**config.mk**
```make
export PLATFORM = sky130hd
export DESIGN_NAME = calc_pi_mc
export DESIGN_NICKNAME = d
export VERILOG_FILES = /design/src/rtl/calc_pi_mc.sv
export SDC_FILE = /design/constraint.sdc
export NUM_CORES = 2
export LEC_CHECK = 0
export CAP_MARGIN = 0
export CORE_ASPECT_RATIO = 0.8
export CORE_MARGIN = 1.5
export CORE_UTILIZATION = 39
export DETAILED_ROUTE_END_ITERATION = 10
export GPL_TIMING_DRIVEN = 1
export PLACE_DENSITY = 0.64
export SETUP_SLACK_MARGIN = 0.3
export SLEW_MARGIN = 30
export SYNTH_ARGS = -nofsm -noshare
export SYNTH_HDL_FRONTEND = slang
export SYNTH_SLANG_ARGS = --single-unit
export TNS_END_PERCENT = 100
```
**constraint.sdc**
```tcl
create_clock -name clk -period 25.5 [get_ports clk]
set_input_delay 7.65 -clock clk [delete_from_list [all_inputs] [get_ports clk]]
set_output_delay 7.65 -clock clk [all_outputs]
set_load 0.02 [all_outputs]
```
**src/rtl/calc_pi_mc.sv**
```systemverilog
// Monte Carlo pi estimator. LANES lanes each draw one LFSR point per cycle and test it
// against the quarter circle; 2^LOG2_SAMPLES samples are scaled into a fixed-point estimate.
module calc_pi_mc #(
    parameter int unsigned LANES        = 4,
    parameter int unsigned COORD_W      = 12,
    parameter int unsigned LOG2_SAMPLES = 16,
    parameter int unsigned FRAC_W       = 23
) (
    input  logic                    clk,
    input  logic                    rst,
    input  logic                    start,
    input  logic [31:0]             seed,
    output logic                    busy,
    output logic                    done,
    output logic [LOG2_SAMPLES:0]   hits_out,
    output logic [FRAC_W+5:0]       pi_out
);
    localparam int unsigned CNT_W = LOG2_SAMPLES + 1;
    localparam int unsigned PI_W  = FRAC_W + 6;
    localparam int unsigned SQ_W  = 2 * COORD_W;
    localparam int unsigned SUM_W = SQ_W + 1;
    localparam int unsigned N_CYC = (1 << LOG2_SAMPLES) / LANES;
    localparam int unsigned CYC_W = LOG2_SAMPLES + 1;
    localparam int unsigned SHIFT = FRAC_W + 2 - LOG2_SAMPLES;
    localparam logic [31:0] GOLDEN = 32'h9E3779B9;
    localparam logic [31:0] TAPS   = 32'h80200003;

    typedef enum logic [1:0] {S_IDLE, S_RUN, S_DRAIN, S_DONE} state_t;

    state_t                          state_q, state_d;
    logic [CYC_W-1:0]                cyc_q, cyc_d;
    logic [1:0]                      drain_q, drain_d;
    logic                            busy_q, busy_d;
    logic                            done_q, done_d;
    logic [CNT_W-1:0]                hit_cnt_q, hit_cnt_d;
    logic [CNT_W-1:0]                hits_out_q, hits_out_d;
    logic [PI_W-1:0]                 pi_q, pi_d;
    logic                            v1_q, v2_q, v3_q;
    logic [LANES-1:0][31:0]          lx_q, lx_d, ly_q, ly_d;
    logic [LANES-1:0][COORD_W-1:0]   x1_q, y1_q;
    logic [LANES-1:0][SQ_W-1:0]      xx2_q, yy2_q;
    logic [LANES-1:0]                hit3_q, hit_c;
    logic [CNT_W-1:0]                pop_c;
    logic                            accept_c;

    // COORD_W unrolled Galois steps so each coordinate uses fresh bits
    function automatic logic [31:0] lfsr_adv(input logic [31:0] s);
        logic [31:0] r;
        r = s;
        for (int k = 0; k < int'(COORD_W); k++) begin
            r = (r >> 1) ^ (r[0] ? TAPS : 32'h0);
        end
        return r;
    endfunction

    function automatic logic [31:0] seed_fix(input logic [31:0] s);
        return (s == 32'h0) ? 32'h1 : s;
    endfunction

    assign accept_c = (state_q == S_IDLE) && start;

    // LFSR next state: seed on accept, step while running, hold otherwise
    always_comb begin
        lx_d = lx_q;
        ly_d = ly_q;
        for (int i = 0; i < int'(LANES); i++) begin
            if (accept_c) begin
                lx_d[i] = seed_fix(seed ^ (GOLDEN * 32'(2 * i + 1)));
                ly_d[i] = seed_fix(seed ^ (GOLDEN * 32'(2 * i + 2)));
            end else if (state_q == S_RUN) begin
                lx_d[i] = lfsr_adv(lx_q[i]);
                ly_d[i] = lfsr_adv(ly_q[i]);
            end
        end
    end

    // Inside test on the carry bit of x^2+y^2, then popcount of valid hits
    always_comb begin
        pop_c = '0;
        for (int i = 0; i < int'(LANES); i++) begin
            hit_c[i] = ((SUM_W'(xx2_q[i]) + SUM_W'(yy2_q[i])) >> SQ_W) == SUM_W'(0);
            pop_c    = pop_c + CNT_W'(hit3_q[i] & v3_q);
        end
    end

    always_comb begin
        state_d    = state_q;
        cyc_d      = cyc_q;
        drain_d    = drain_q;
        busy_d     = busy_q;
        done_d     = 1'b0;
        hit_cnt_d  = hit_cnt_q + pop_c;
        hits_out_d = hits_out_q;
        pi_d       = pi_q;
        case (state_q)
            S_IDLE: begin
                if (start) begin
                    state_d   = S_RUN;
                    cyc_d     = '0;
                    hit_cnt_d = '0;
                    busy_d    = 1'b1;
                end
            end
            S_RUN: begin
                cyc_d = cyc_q + CYC_W'(1);
                if (cyc_q == CYC_W'(N_CYC - 1)) begin
                    state_d = S_DRAIN;
                    drain_d = '0;
                end
            end
            S_DRAIN: begin
                drain_d = drain_q + 2'd1;
                if (drain_q == 2'd2) begin
                    state_d = S_DONE;
                end
            end
            S_DONE: begin
                state_d    = S_IDLE;
                busy_d     = 1'b0;
                done_d     = 1'b1;
                hits_out_d = hit_cnt_q;
                pi_d       = PI_W'(hit_cnt_q) << SHIFT;
            end
            default: state_d = S_IDLE;
        endcase
    end

    always_ff @(posedge clk) begin
        if (rst) begin
            state_q    <= S_IDLE;
            cyc_q      <= '0;
            drain_q    <= '0;
            busy_q     <= 1'b0;
            done_q     <= 1'b0;
            hit_cnt_q  <= '0;
            hits_out_q <= '0;
            pi_q       <= '0;
            v1_q       <= 1'b0;
            v2_q       <= 1'b0;
            v3_q       <= 1'b0;
        end else begin
            state_q    <= state_d;
            cyc_q      <= cyc_d;
            drain_q    <= drain_d;
            busy_q     <= busy_d;
            done_q     <= done_d;
            hit_cnt_q  <= hit_cnt_d;
            hits_out_q <= hits_out_d;
            pi_q       <= pi_d;
            v1_q       <= (state_q == S_RUN);
            v2_q       <= v1_q;
            v3_q       <= v2_q;
        end
    end

    // Datapath carries no reset; the valid chain qualifies every stage
    always_ff @(posedge clk) begin
        lx_q <= lx_d;
        ly_q <= ly_d;
        for (int i = 0; i < int'(LANES); i++) begin
            x1_q[i]   <= lx_d[i][31 -: COORD_W];
            y1_q[i]   <= ly_d[i][31 -: COORD_W];
            xx2_q[i]  <= SQ_W'(x1_q[i]) * SQ_W'(x1_q[i]);
            yy2_q[i]  <= SQ_W'(y1_q[i]) * SQ_W'(y1_q[i]);
            hit3_q[i] <= hit_c[i];
        end
    end

    assign busy     = busy_q;
    assign done     = done_q;
    assign hits_out = hits_out_q;
    assign pi_out   = pi_q;

endmodule

```
==> impl_metrics.yaml <==
timing:
  max_freq_ghz: 0.08984
  worst_slew_pin_slew_ps: 983.0
  rsz0062_at_grt: "no"
  fin_tns_setup_ps: 0
  finalMaxSlewViolations: 0
  layout_setup_ws_ps: 14370
  hold_viol: 0
  timing.final.crit_period_ps: 11130
  setup_violations: 0
  skew_ps: 83.38
  post-route-period-util_pct: 43.65
  holdWs_ps: 441.8
  slew_headroom_pct: 34.46
synthesis:
  synth-main-ff-cell: "edfxtp_1"
  synthArstFlopShare_pct: 0
  synth_edf_count: 256
  ys_seq_area_share_pct: 24.32
  synthCells: 5255
  syn_area_um2: 51360
  synth_top_area_cell: "fa_1"
  synth.avg_cell_area_um2: 9.773
  synth.distinct_cells: 73
  synth_top_area_share_pct: 24.48
  synth_area_leaders: "fa_1 (24%), edfxtp_1 (15%), ha_1 (14%)"
  ys_seq_elements: 496
  yosysWarnings: 0
worst_setup_path:
  cp.required_ps: 25710
  reg2reg_slack_ps: 19170
  cp-end-kind: "register"
  crit_chain: "clkdlybuf4s50_1 -> nand2_4 -> nand2_4 -> buf_4 -> buf_4"
  critPathKind: "input port to register"
  cp.arrival_ps: 11340
  crit_path_max_fanout: 71
  cp_slowest_cell: "buf_4"
  crit_path_start_kind: "input port"
  cpPeakStageDelay_ps: 870
grt:
  grt_antenna_before_repair: 2
  grt.overflow.total: 0
  grt.total_usage_pct: 17.96
  grt_pass1_wl_mm: 191.0
  grt_max_degree: 119
  grt_pass1_vias: 35060
clocking:
  path_clk_slew_ps: 60
  post-cts-setup-buffers: 0
  post_cts_resized: 0
  htreeDepth: 2
  cts_made_buffers: 50
  cts_hold_buf: 0
  cts-root-buf: "clkbuf_16"
  cts_sinks: 496
  cts_tree: "yes"
  insertion_delay_ps: 670
  clockBufferDepth: 3
place:
  port_buffers: 70
  gp_congestion: 0.9191
  dp.cells: 6913
  pre_cts_slack_ps: 13860
  post-dp-hpwl_mm: 93.94
drt:
  drtPass1Iterations: 6
  ant_nets: 0
  top_layer_used: "met5"
  drc_errors: 0
  dr.first_iter.drc_count: 2618
  num_vias: 34520
  wl_met3_mm: 11.86
  via_per_inst: 4.927
  post_drt_wl_per_cell_um: 16.84
  met2_length_mm: 48.95
  wl_mm: 117.9
  wl_met1_mm: 55.36
final_layout:
  antennaDiodeCount: 0
  final_common_cell: "inv_1"
  final_nets: 6444
  drive_gt1_share_pct: 3.000
  final_cells: 7006
  mostFrequentLayoutCells: "inv_1 (1020), fa_1 (628), ha_1 (555)"
  area_delta_synth_final_pct: 7.757
floorplanning:
  num_io_pins: 83
  start_util_pct: 39.48
  die_area_um2: 133900
  rows: 118
  die_h_um: 327.6
  coreArea_um2: 130100
  die_width_um: 408.7
outcome:
  outcome: "complete, no violations"
worst_hold_path:
  hp-class: "register to register"
job:
  max_cap_violations: 0
[metrics by stage]
step	util [%]	cell area, µm²
6_report	42.55	55340
3_5_place_dp	41.23	53630
3_3_place_gp	41.23	53620
5_1_grt	42.55	55340
4_1_cts	42.55	55340
2_1_floorplan	-	51400
[critical path, delay by kind of cell]
kind	cells	cell delay, ps
buffers and inverters	3	2420
AND/OR/NAND/NOR	2	1150
[cell usage after synthesis, drive strengths merged, types with 48 or more instances]
library cell and n:
o21ai 157, ha 556, xor2 117, edfxtp 256, fa 628, nor2 266, a21o 83, a21oi 190
dfxtp 240, xnor2 380, nor3 48, clkbuf 140, inv 1020, and2 346, nor2b 66, nand2 347
[metal layers]
layer	GRT usage, %	vias up
met5	0.5630	-
met1	26.31	16940
li1	-	16430
met3	5.489	119
met2	26.35	1018
met4	2.740	6
[sequential cells by signal, summed over array words and instances, names as in the netlist, 24 cells and up]
| name | count |
|---|---|
| lx_q | 104 |
| ly_q | 92 |
| x1_q | 24 |
| xx2_q | 88 |
| y1_q | 36 |
| yy2_q | 88 |
[worst paths after layout]
check                      end                start  depth (start not counted)
max          x1_q[4]$_DFFE_PP_                start                          5
min reg2reg    v2_q$_SDFF_PP0_      v1_q$_SDFF_PP0_                          1
min            v2_q$_SDFF_PP0_      v1_q$_SDFF_PP0_                          1
max reg2reg  xx2_q[95]$_DFF_P_  lx_q[122]$_DFFE_PP_                         21
[area by class of cell]
cell class / count / area (µm²)
repair buffers: 85 / 820.8
fillers: 12470 / 74730
well taps: 1740 / 2177
inverters: 1020 / 3829
flip-flops and latches: 496 / 12490
clock inverters: 25 / 271.5
multi-input cells: 3572 / 34320
clock buffers: 68 / 1434
[logic make-up (layout without fill, tap and decap cells)]
kind of cell	after synthesis	in the layout	synth area share, %
muxes	30	30	0.6115
other	1	12	0.007302
xor gates and xnor gates	497	497	8.768
adders and majority gates	1184	1184	38.03
AOI/OAI and AO/OA	579	579	6.961
DFF	496	496	24.32
buffers and inverters	1198	1198	8.976
and+or+nand+nor	1270	1270	12.33
Power is left out: the tool's default activity adds up to more than one toggle a clock period on the data nets, which glitch-free logic cannot reach.
